==> src/rtl/adder_arb_pkg.sv <==
// Shared constants and types for the shared-adder arbiter.
package adder_arb_pkg;

    // Operand and sum width of the shared adder.
    localparam int unsigned DW = 32;

    // Arbiter FSM: IDLE has no response pending, HOLD presents a response.
    typedef enum logic {
        ST_IDLE = 1'b0,
        ST_HOLD = 1'b1
    } arb_state_e;

endpackage

==> src/rtl/adder_32.sv <==
// Plain 32-bit adder. The sum wraps modulo 2^32 and no carry-out is produced.
module adder_32
    import adder_arb_pkg::*;
(
    input  logic [DW-1:0] i_a,
    input  logic [DW-1:0] i_b,
    output logic [DW-1:0] o_sum
);

    // Modular add; the carry out of the top bit is intentionally dropped.
    always_comb begin
        o_sum = i_a + i_b;
    end

endmodule

==> src/rtl/rr_pick.sv <==
// Combinational round-robin picker: the first set request scanning upward
// from i_ptr, wrapping modulo N, wins.
module rr_pick #(
    parameter int unsigned N   = 4,
    parameter int unsigned IDW = 2
) (
    input  logic [N-1:0]   i_req,
    input  logic [IDW-1:0] i_ptr,
    output logic [N-1:0]   o_grant,
    output logic [IDW-1:0] o_idx,
    output logic           o_any
);

    // Scan offsets from farthest to nearest so the nearest set request wins.
    always_comb begin
        logic [IDW-1:0] w_j;
        w_j     = '0;
        o_grant = '0;
        o_idx   = '0;
        o_any   = |i_req;
        for (int k = int'(N) - 1; k >= 0; k--) begin
            w_j = IDW'((int'(i_ptr) + k) % int'(N));
            if (i_req[w_j]) begin
                o_grant      = '0;
                o_grant[w_j] = 1'b1;
                o_idx        = w_j;
            end
        end
    end

endmodule

==> src/rtl/adder_share_arbiter.sv <==
// Shares one 32-bit adder among NREQ requesters with round-robin arbitration
// and a single registered response port (sum plus winning requester ID).
module adder_share_arbiter
    import adder_arb_pkg::*;
#(
    parameter int unsigned NREQ = 4,
    parameter int unsigned IDW  = 2
) (
    input  logic              clk,
    input  logic              rst_n,
    input  logic [NREQ-1:0]   req_valid,
    output logic [NREQ-1:0]   req_ready,
    input  logic [NREQ*DW-1:0] req_a,
    input  logic [NREQ*DW-1:0] req_b,
    output logic              rsp_valid,
    input  logic              rsp_ready,
    output logic [DW-1:0]     rsp_sum,
    output logic [IDW-1:0]    rsp_id
);

    arb_state_e     r_state, w_state_nxt;
    logic [IDW-1:0] r_ptr, w_ptr_nxt;
    logic           r_valid, w_valid_nxt;
    logic [DW-1:0]  r_sum, w_sum_nxt;
    logic [IDW-1:0] r_id, w_id_nxt;

    logic [NREQ-1:0] w_grant;
    logic [IDW-1:0]  w_idx;
    logic            w_any;
    logic            w_can_accept;
    logic            w_xfer;
    logic [DW-1:0]   w_a_arr [NREQ];
    logic [DW-1:0]   w_b_arr [NREQ];
    logic [DW-1:0]   w_a, w_b, w_add;

    rr_pick #(
        .N   (NREQ),
        .IDW (IDW)
    ) u_rr_pick (
        .i_req   (req_valid),
        .i_ptr   (r_ptr),
        .o_grant (w_grant),
        .o_idx   (w_idx),
        .o_any   (w_any)
    );

    // Unpack operand buses and select the winner's operands.
    always_comb begin
        for (int i = 0; i < int'(NREQ); i++) begin
            w_a_arr[i] = req_a[i*DW +: DW];
            w_b_arr[i] = req_b[i*DW +: DW];
        end
        w_a = w_a_arr[w_idx];
        w_b = w_b_arr[w_idx];
    end

    adder_32 u_adder_32 (
        .i_a   (w_a),
        .i_b   (w_b),
        .o_sum (w_add)
    );

    // Grant only when the response slot is free or being drained this cycle;
    // never grant while reset is held.
    always_comb begin
        w_can_accept = rst_n & ((r_state == ST_IDLE) | ((r_state == ST_HOLD) & rsp_ready));
        req_ready    = {NREQ{w_can_accept}} & w_grant;
        w_xfer       = w_can_accept & w_any;
    end

    // Next-state logic: load a new response on transfer, drop to IDLE on drain.
    always_comb begin
        w_state_nxt = r_state;
        w_ptr_nxt   = r_ptr;
        w_valid_nxt = r_valid;
        w_sum_nxt   = r_sum;
        w_id_nxt    = r_id;
        if (w_xfer) begin
            w_state_nxt = ST_HOLD;
            w_valid_nxt = 1'b1;
            w_sum_nxt   = w_add;
            w_id_nxt    = w_idx;
            w_ptr_nxt   = IDW'((int'(w_idx) + 1) % int'(NREQ));
        end else if ((r_state == ST_HOLD) && rsp_ready) begin
            w_state_nxt = ST_IDLE;
            w_valid_nxt = 1'b0;
        end
    end

    // State and response registers with synchronous active-low reset.
    always_ff @(posedge clk) begin
        if (!rst_n) begin
            r_state <= ST_IDLE;
            r_ptr   <= '0;
            r_valid <= 1'b0;
            r_sum   <= '0;
            r_id    <= '0;
        end else begin
            r_state <= w_state_nxt;
            r_ptr   <= w_ptr_nxt;
            r_valid <= w_valid_nxt;
            r_sum   <= w_sum_nxt;
            r_id    <= w_id_nxt;
        end
    end

    // Drive response outputs straight from the registers.
    always_comb begin
        rsp_valid = r_valid;
        rsp_sum   = r_sum;
        rsp_id    = r_id;
    end

endmodule
==> config.mk <==
export PLATFORM = sky130hd
export DESIGN_NAME = adder_share_arbiter
export DESIGN_NICKNAME = d
export VERILOG_FILES = /design/src/rtl/adder_arb_pkg.sv /design/src/rtl/adder_32.sv /design/src/rtl/rr_pick.sv /design/src/rtl/adder_share_arbiter.sv
export SDC_FILE = /design/constraint.sdc
export NUM_CORES = 1
export LEC_CHECK = 0
export BUFFER_PORTS_ARGS = -buffer_cell sky130_fd_sc_hd__buf_2
export CAP_MARGIN = 40
export CORE_MARGIN = 2
export CORE_UTILIZATION = 35
export CTS_BUF_LIST = sky130_fd_sc_hd__clkbuf_8
export CTS_CLUSTER_SIZE = 30
export DETAILED_ROUTE_END_ITERATION = 10
export PLACE_DENSITY = 0.62
export SETUP_SLACK_MARGIN = 0.2
export SLEW_MARGIN = 20
export SYNTH_ARGS = -nofsm -noshare
export SYNTH_HDL_FRONTEND = slang
export SYNTH_SLANG_ARGS = --single-unit
==> constraint.sdc <==
create_clock -name clk -period 13.92 [get_ports clk]
set_input_delay 4.176 -clock clk [delete_from_list [all_inputs] [get_ports clk]]
set_output_delay 4.176 -clock clk [all_outputs]
set_load 0.02 [all_outputs]
== Word level (Yosys, flattened, before mapping) ==
Index checks and enable logic that the tools add are counted.
Word-level totals
  flip-flop bits (word level): 37
  input bits: 263
  logic and storage cells: 64
Operators by class
  add/subtract/negate cells: 5
  order comparisons: 9
  multiplexer cells: 32
  bitwise operators: 7
  reductions and logical operators: 7
Operators by type and width (count)
  32-bit binary-select mux with 2-bit select: 2
  32-bit two-way mux: 4
  32-bit adder: 1
  4-bit two-way mux: 4
  2-bit by 3-bit < comparator with 1-bit output (second input constant): 4
  1-bit two-way mux: 10
  1-bit binary-select mux with 2-bit select: 4
  1-bit demux with 2-bit select: 4
  2-bit by 1-bit greater-or-equal comparator with 1-bit output (second input constant): 4
  2-bit two-way mux: 4
  1-bit logical AND: 5
  2-bit by 1-bit adder with 2-bit output (second input constant): 2
  2-bit adder (second input constant): 2
  4-bit bitwise AND: 1
  4-bit OR reduction: 1
  1-bit bitwise AND: 3
  3-bit greater-or-equal comparator (second input constant): 1
  2-bit inverter with 3-bit output: 1
  2-bit nonzero test: 1
  1-bit inverter: 1
  1-bit OR: 1

== Depth between registers and ports, before layout ==
Gate-level depths: netlist of the first run.
  word-level depth: 12
  depth in mapped cells: 23
  gate-level depth less buffers: 19

== Modules after synthesis ==
From an unflattened synthesis of the first run, not the netlist that was laid out.
Second synthesis, totals
  cell total of the unflattened synthesis: 557
  area, all modules: 5333.9 um^2
By module, submodules not included
  adder_share_arbiter: instances 1, cells each 249, area an instance 3059.2 um^2, seq. area each 740.7 um^2
  adder_32: instances 1, cells each 241, area an instance 1744.2 um^2, seq. area each 0.0 um^2
  rr_pick: instances 1, cells each 67, area an instance 530.5 um^2, seq. area each 0.0 um^2

== Worst setup path before layout of the first run ==
No wires, ideal clock.
  kind: input-to-output
  start point: input req_valid[1]
  end point: output req_ready[0]
  arrival time: 5.552 ns
  path slack: 4.192 ns
  stages on the path: 5
  buffers on the path: 0
  path through: mux4_2 -> nor2b_4 -> a221oi_1 -> a211o_1 -> a21oi_1
Between the ends
  word-level cells in the longest chain between the ends: 7
RTL lines
  start: declaration: line adder_share_arbiter.sv:11  | input logic [NREQ-1:0] req_valid,
  1-bit binary-select mux with 2-bit select: line rr_pick.sv:23  | if (i_req[w_j]) begin
  1-bit two-way mux (not written as such): line rr_pick.sv:23
  4-bit two-way mux (3 in a row): line rr_pick.sv:23
  4-bit two-way mux (*): line rr_pick.sv:23
  4-bit bitwise AND (*): line adder_share_arbiter.sv:67  | req_ready = {NREQ{w_can_accept}} & w_grant;
  end: declaration: line adder_share_arbiter.sv:12  | output logic [NREQ-1:0] req_ready,
Every way passes the cells marked *; elsewhere a longest branch is shown, timed or not. The select of a mux whose other input is x is not followed.

== Worst setup path after layout of the first run ==
  start point: input req_valid[1]
  end point: output req_ready[1]
The elaborated chain is that of the path after synthesis.

==> results of run 1 <==
## per-layer routing
metal  routed length, µm  GRT usage, %
met5                   0             0
met3                1160          3.67
met4                 199          3.56
met2                8520          34.6
met1                8460          27.5
## layout make-up
type	instances	area, µm²	area share, %
sequential	37	741	10.1
clock inverter	1	3.75	0.0513
tap	216	270	3.70
timing repair buffer	310	1610	22.0
inverter	19	71.3	0.975
multi-input combinational	653	4540	62.1
clock buffer	6	82.6	1.13
## synthesized netlist by cell type, types with 15 or more instances
library cell / number / area (µm²)
a211oi_2: 62 / 776
a21oi_1: 27 / 135
nand3_1: 37 / 185
a21o_1: 15 / 113
nand2_1: 152 / 571
o21ai_0: 26 / 130
a31oi_1: 65 / 407
ha_1: 39 / 488
inv_1: 19 / 71.3
dfxtp_1: 37 / 741
xnor2_1: 21 / 184
and2_1: 68 / 425
buf_2: 28 / 140
nor2_1: 19 / 71.3
## worst max path at each step
stage,from,end
finish,req_valid[1],req_ready[1]
global route,req_valid[1],req_ready[0]
CTS,req_valid[1],req_ready[1]
detailed placement,req_valid[1],req_ready[1]
global placement,req_valid[1],req_ready[3]
floorplan,req_valid[1],req_ready[0]
## flip-flops by register name (all words and copies together) (netlist names)
register,count
rsp_sum,32
r_ptr,2
rsp_valid,1
rsp_id,2
## worst max-delay path: stages
cell	delay, ns
buf_2	0.15
mux4_2	0.56
nor2b_4	0.19
a221oi_1	0.12
a211o_1	0.24
a21oi_1	0.17
buf_2	0.19
## metrics by stage
step	std cells	hold slack, ns	worst slack, ns	util (%)
final	1242	0.458	3.94	46.0
after global routing	1242	0.484	3.89	46.0
after CTS	1240	0.462	3.97	45.7
after detailed placement	1233	0.451	3.98	45.2
after global placement	1232	0.444	3.99	45.1
after floorplan	769	0.533	4.19	-
## cells by family (layout without fill, tap and decap cells)
| group | count (synthesis) | after routing | share of synthesized area (%) |
|---|---|---|---|
| buffers and inverters | 79 | 336 | 7.66 |
| multiplexers | 12 | 12 | 2.98 |
| XOR/XNOR | 27 | 27 | 4.15 |
| AND/OR/NAND/NOR | 315 | 315 | 26.5 |
| flip-flops | 37 | 37 | 13.0 |
| AO/OA/AOI/OAI | 259 | 259 | 36.8 |
| adder cells (fa/ha/maj) | 40 | 40 | 8.91 |
==> out/qor.csv, run 1 <==
stage,metric,value,unit
global_route,gr ovfl total,0,
critical_path,R2R depth,19,
yosys,synthesized flop and latch total,37,
yosys,"Avg Cell Area, Syn",7.42,µm²
sta,setup TNS,0,ns
critical_path,r2r setup slk,7.56,ns
sta,Worst slew margin,44.5,%
critical_path,CP max FO,9,
clocking,post-CTS setup buffer count,0,
critical_path,Worst setup EP type,output port,
floorplanning,Cell Rows,46,
global_route,gr usage total,20.5,%
clocking,later-pin clock latency in the skew report,0.29,ns
placement,post-DP HPWL,14.3,mm
floorplanning,Core Region,0.0159,mm²
clocking,maximum root-to-sink buffer count,2,
yosys,Cells after Synth,769,
finish,share of cells above drive strength 1,38.2,%
min_path,Hold Path Depth,2,
yosys,Yosys warnings,0,
job,MaxCap Viol Count,0,
global_route,number of global-route vias before repair,6010,
critical_path,Setup CP Type,in -> out,
drt,Via Count,6477,
clocking,CTS tree,built,
clocking,total clock buffers created by CTS,5,
global_route,first-pass GRT wire length,29.7,mm
sta,final setup vio count,0,
min_path,Worst Hold End,rsp_sum[25],
sta,Tcrit/Tclk final,71.7,%
min_path,min-delay worst type,reg -> reg,
floorplanning,DIE AREA,0.0173,mm²
global_route,initial antenna violation count,0,
yosys,Post-synth EDFFs,0,
sta,RSZ-0062 raised after global routing,false,
finish,n_diodes,0,
critical_path,R2R Path Start,r_ptr[0],
floorplanning,IO Count,302,
yosys,mapped cell area,0.00570,mm²
finish,"commonest non-fill, non-tap cell in the layout",buf_2,
global_route,largest net degree at the start of global routing,76,
critical_path,critical path arrival,5.80,ns
critical_path,RR Endpoint,rsp_sum[26],
sta,Final Hold Vio Count,0,
floorplanning,Die Span X,132,µm
drt,initial DRC count,284,
yosys,"Distinct cells, synth",61,
drt,detailed-route wire length per cell,14.8,µm
drt,# DRC,0,
sta,Fin Clk Skew,0.00662,ns
outcome,status,"finished, final reports clean",
yosys,asr flop ratio synth,0,%
finish,"final std cell area, no fill",0.00731,mm²
sta,fmax,0.100,GHz
drt,ANT nets after route,0,
placement,GPL Wtd Cong,0.847,
sta,fin. max-slew vios,0,
clocking,CTS Sinks,37,
finish,most frequent cells in the layout,"buf_2 (301), nand2_1 (152), and2_1 (68), a31oi_1 (65), a211oi_2 (62)",
sta,Worst Tran Pin Value,0.832,ns
drt,DRT Pass-1 Iters,6,
clocking,# hold bufs at CTS,0,
drt,Vias/cell,5.21,
clocking,H-tree depth,2,
clocking,clock slew at the register clock pins of the worst setup and hold paths,0.07,ns
placement,Post-DP Area,0.00718,mm²
min_path,Hold Crit Start,rsp_sum[25],
yosys,syn nets,1072,
clocking,CTS root buf,clkbuf_8,
sta,post-route minimum period,9.98,ns
drt,Routed WL,18.3,mm
critical_path,Startpoint Class,input pin,
finish,Filler cells,1711,
finish,area grow syn2layout,28.2,%
clocking,post-cts sizing count,0,
critical_path,WP data required,9.74,ns
placement,Port-buffer cells,301,
floorplanning,Initial Util,35.9,%
yosys,"Seq/Total Area, Yosys",13.0,%
yosys,Most used DFF post-synth,dfxtp_1,
floorplanning,die height,132,µm
finish,Nets,1329,
Power of run 1 is left out: the tool's default activity adds up to more than one toggle a clock period on the data nets, which glitch-free logic cannot reach.
==> run 2: changes to the inputs <==
Settings changed: ABC_AREA set to 1, PLACE_DENSITY 0.62 to 0.65.
Clock period 13.92 ns to 8.76 ns, I/O delays scaled along.
==> run 2 against run 1 <==
Compared with the run above: final cell count grew 15%; global-route usage grew 4.0 points; via count grew 15%.
==> out/qor.csv, run 2 <==
stage,metric,value,unit,change
yosys,"Avg Cell Area, Syn",5.79,µm²,was 7.42 µm²
floorplanning,Initial Util,36.1,%,was 35.9%
floorplanning,DIE AREA,0.0168,mm²,was 0.0173 mm²
yosys,syn nets,1258,,"was 1,072"
global_route,number of global-route vias before repair,6945,,"was 6,010"
global_route,routing usage on met2,43.9,%,was 34.6%
placement,Post-DP Area,0.00707,mm²,was 0.00718 mm²
clocking,post-CTS setup buffer count,0,,unchanged
sta,Final Hold Vio Count,0,,unchanged
clocking,maximum root-to-sink buffer count,2,,unchanged
global_route,first-pass GRT wire length,33.7,mm,was 29.7 mm
placement,post-DP HPWL,17.3,mm,was 14.3 mm
yosys,Yosys warnings,0,,unchanged
sta,fmax,0.153,GHz,
critical_path,cell family with most CP delay,buffers and inverters,,was multiplexers
clocking,total clock buffers created by CTS,5,,unchanged
critical_path,Worst setup EP type,output port,,unchanged
drt,detailed-route wire length per cell,15.1,µm,was 14.8 µm
critical_path,Startpoint Class,input pin,,unchanged
finish,share of cells above drive strength 1,29.7,%,was 38.2%
global_route,gr usage total,24.5,%,was 20.5%
clocking,later-pin clock latency in the skew report,0.30,ns,was 0.29 ns
sta,Worst slew margin,53.1,%,was 44.5%
floorplanning,die height,130,µm,was 132 µm
global_route,initial antenna violation count,0,,unchanged
outcome,status,"finished, final reports clean",,unchanged
drt,Vias/cell,5.19,,was 5.21
finish,Nets,1521,,"was 1,329"
yosys,"Distinct cells, synth",41,,was 61
yosys,most frequent cell after synthesis,o21ai_0,,was nand2_1
floorplanning,Cell Rows,45,,was 46
job,MaxCap Viol Count,0,,unchanged
floorplanning,Core Region,0.0153,mm²,was 0.0159 mm²
clocking,CTS tree,built,,unchanged
finish,"final std cell area, no fill",0.00721,mm²,was 0.00731 mm²
drt,Routed WL,21.5,mm,was 18.3 mm
yosys,post-synth top area share,15.4,%,was 13.6%
drt,initial DRC count,544,,was 284
sta,Worst Tran Pin Value,0.703,ns,was 0.832 ns
finish,area grow syn2layout,30.3,%,was 28.2%
finish,max FFs per register,32,,unchanged
critical_path,Buf/Inv on CP,4,,was 2
clocking,CTS root buf,clkbuf_8,,unchanged
floorplanning,Die Span X,130,µm,was 132 µm
sta,Tcrit/Tclk final,74.8,%,
floorplanning,IO Count,302,,unchanged
drt,DRT Pass-1 Iters,5,,was 6
yosys,Post-synth EDFFs,0,,unchanged
critical_path,WP data required,6.13,ns,was 9.74 ns
yosys,synthesized flop and latch total,37,,unchanged
yosys,Post-synth top cells,"o21ai_0 (170), nor2_1 (161), nand2_1 (160)",,"was nand2_1 (152), and2_1 (68), a31oi_1 (65)"
yosys,mapped cell area,0.00553,mm²,was 0.00570 mm²
min_path,min-delay worst type,reg -> reg,,unchanged
drt,# DRC,0,,unchanged
yosys,Most used DFF post-synth,dfxtp_1,,unchanged
sta,setup TNS,0,ns,unchanged
finish,n_diodes,0,,unchanged
yosys,Cells after Synth,955,,was 769
critical_path,CP max FO,9,,unchanged
critical_path,CP max stage delay,0.22,ns,was 0.56 ns
finish,"commonest non-fill, non-tap cell in the layout",buf_2,,unchanged
critical_path,critical path arrival,3.93,ns,was 5.80 ns
clocking,# hold bufs at CTS,0,,unchanged
sta,Fin Clk Skew,0.0125,ns,was 0.00662 ns
yosys,"Seq/Total Area, Yosys",13.4,%,was 13.0%
sta,final setup vio count,0,,unchanged
global_route,largest net degree at the start of global routing,128,,was 76
sta,post-route minimum period,6.55,ns,
placement,GPL Wtd Cong,1.01,,was 0.847
drt,ANT nets after route,0,,unchanged
sta,fin. max-slew vios,0,,unchanged
drt,Via Count,7424,,"was 6,477"
sta,final hold slack,0.468,ns,was 0.458 ns
placement,Port-buffer cells,301,,unchanged
sta,RSZ-0062 raised after global routing,false,,unchanged
global_route,gr ovfl total,0,,unchanged
global_route,GR peak layer,met2,,unchanged
critical_path,critical-path cell list,buf_2 -> inv_1 -> nand2_1 -> nand3_1 -> nand2_2 -> inv_2 -> nand3_1 -> o211ai_1 -> a21oi_1 -> a211oi_1 -> buf_2,,was buf_2 -> mux4_2 -> nor2b_4 -> a221oi_1 -> a211o_1 -> a21oi_1 -> buf_2
critical_path,CP max-delay cell,buf_2,,was mux4_2
finish,most frequent cells in the layout,"buf_2 (301), o21ai_0 (170), nor2_1 (161), nand2_1 (160), inv_1 (72)",,"was buf_2 (301), nand2_1 (152), and2_1 (68), a31oi_1 (65), a211oi_2 (62)"
critical_path,Setup CP Type,in -> out,,unchanged
clocking,post-cts sizing count,0,,unchanged
yosys,asr flop ratio synth,0,%,unchanged
sta,final setup margin,2.21,ns,was 3.94 ns
yosys,post-synth top area cell,o21ai_0,,was a211oi_2
clocking,H-tree depth,2,,unchanged
placement,Setup WS pre-CTS,2.03,ns,was 3.98 ns
yosys,Synth area leaders,"o21ai_0 (15%), dfxtp_1 (13%), nor2_1 (11%), nand2_1 (11%), ha_1 (8.8%)",,"was a211oi_2 (14%), dfxtp_1 (13%), nand2_1 (10%), ha_1 (8.6%), and2_1 (7.5%)"
clocking,clock slew at the register clock pins of the worst setup and hold paths,0.07,ns,about the same
global_route,GRT met1 Usage,31.3,%,was 27.5%
global_route,GRT met3 Usage,3.49,%,was 3.67%
clocking,CTS Sinks,37,,unchanged
## run 2: tightest hold or removal path, stage by stage (launching register included)
cell and delay, ns:
dfxtp_1 0.32, nand2_1 0.06, a21oi_1 0.05
## run 2: cell type report
class                      instances  area [µm²]
fill                            1736        8110
inverter                          80         313
multi-input combinational        789        4210
clock buffer                       5        68.8
timing repair buffer             305        1570
tap                              211         264
clock inverter                     3        46.3
sequential                        37         741
## run 2: kinds of logic after synthesis
kind of cell | share of synthesized area, %
xor+xnor | 2.69
buf+inv | 10.5
simple gates | 32.8
compound gates | 31.5
fa+ha+maj | 9.18
flops | 13.4
## run 2: final timing paths
check | start | endpoint | slack (ns) | depth (start not counted)
worst min register to register | rsp_id[0] | rsp_id[0] | 0.47 | 2
worst max-delay path | req_valid[3] | req_ready[1] | 2.21 | 11
worst min-delay path | rsp_id[0] | rsp_id[0] | 0.47 | 2
worst max register to register | r_ptr[0] | rsp_sum[24] | 3.72 | 26
## run 2: per-stage QoR
| step | util (%) | instances |
|---|---|---|
| 2_1_floorplan | - | 955 |
| 3_5_place_dp | 46.2 | 1421 |
| 5_1_grt | 47.1 | 1430 |
| 4_1_cts | 46.9 | 1429 |
| 6_report | 47.1 | 1430 |
| 3_3_place_gp | 46.0 | 1419 |
## run 2: per-layer routing
layer | vias up | share of wire, %
li1 | 3791 | -
met1 | 3290 | 43
met2 | 315 | 48
met3 | 28 | 7.5
met4 | 0 | 1.6
met5 | - | 0
Power of run 2 is left out for the same reason.
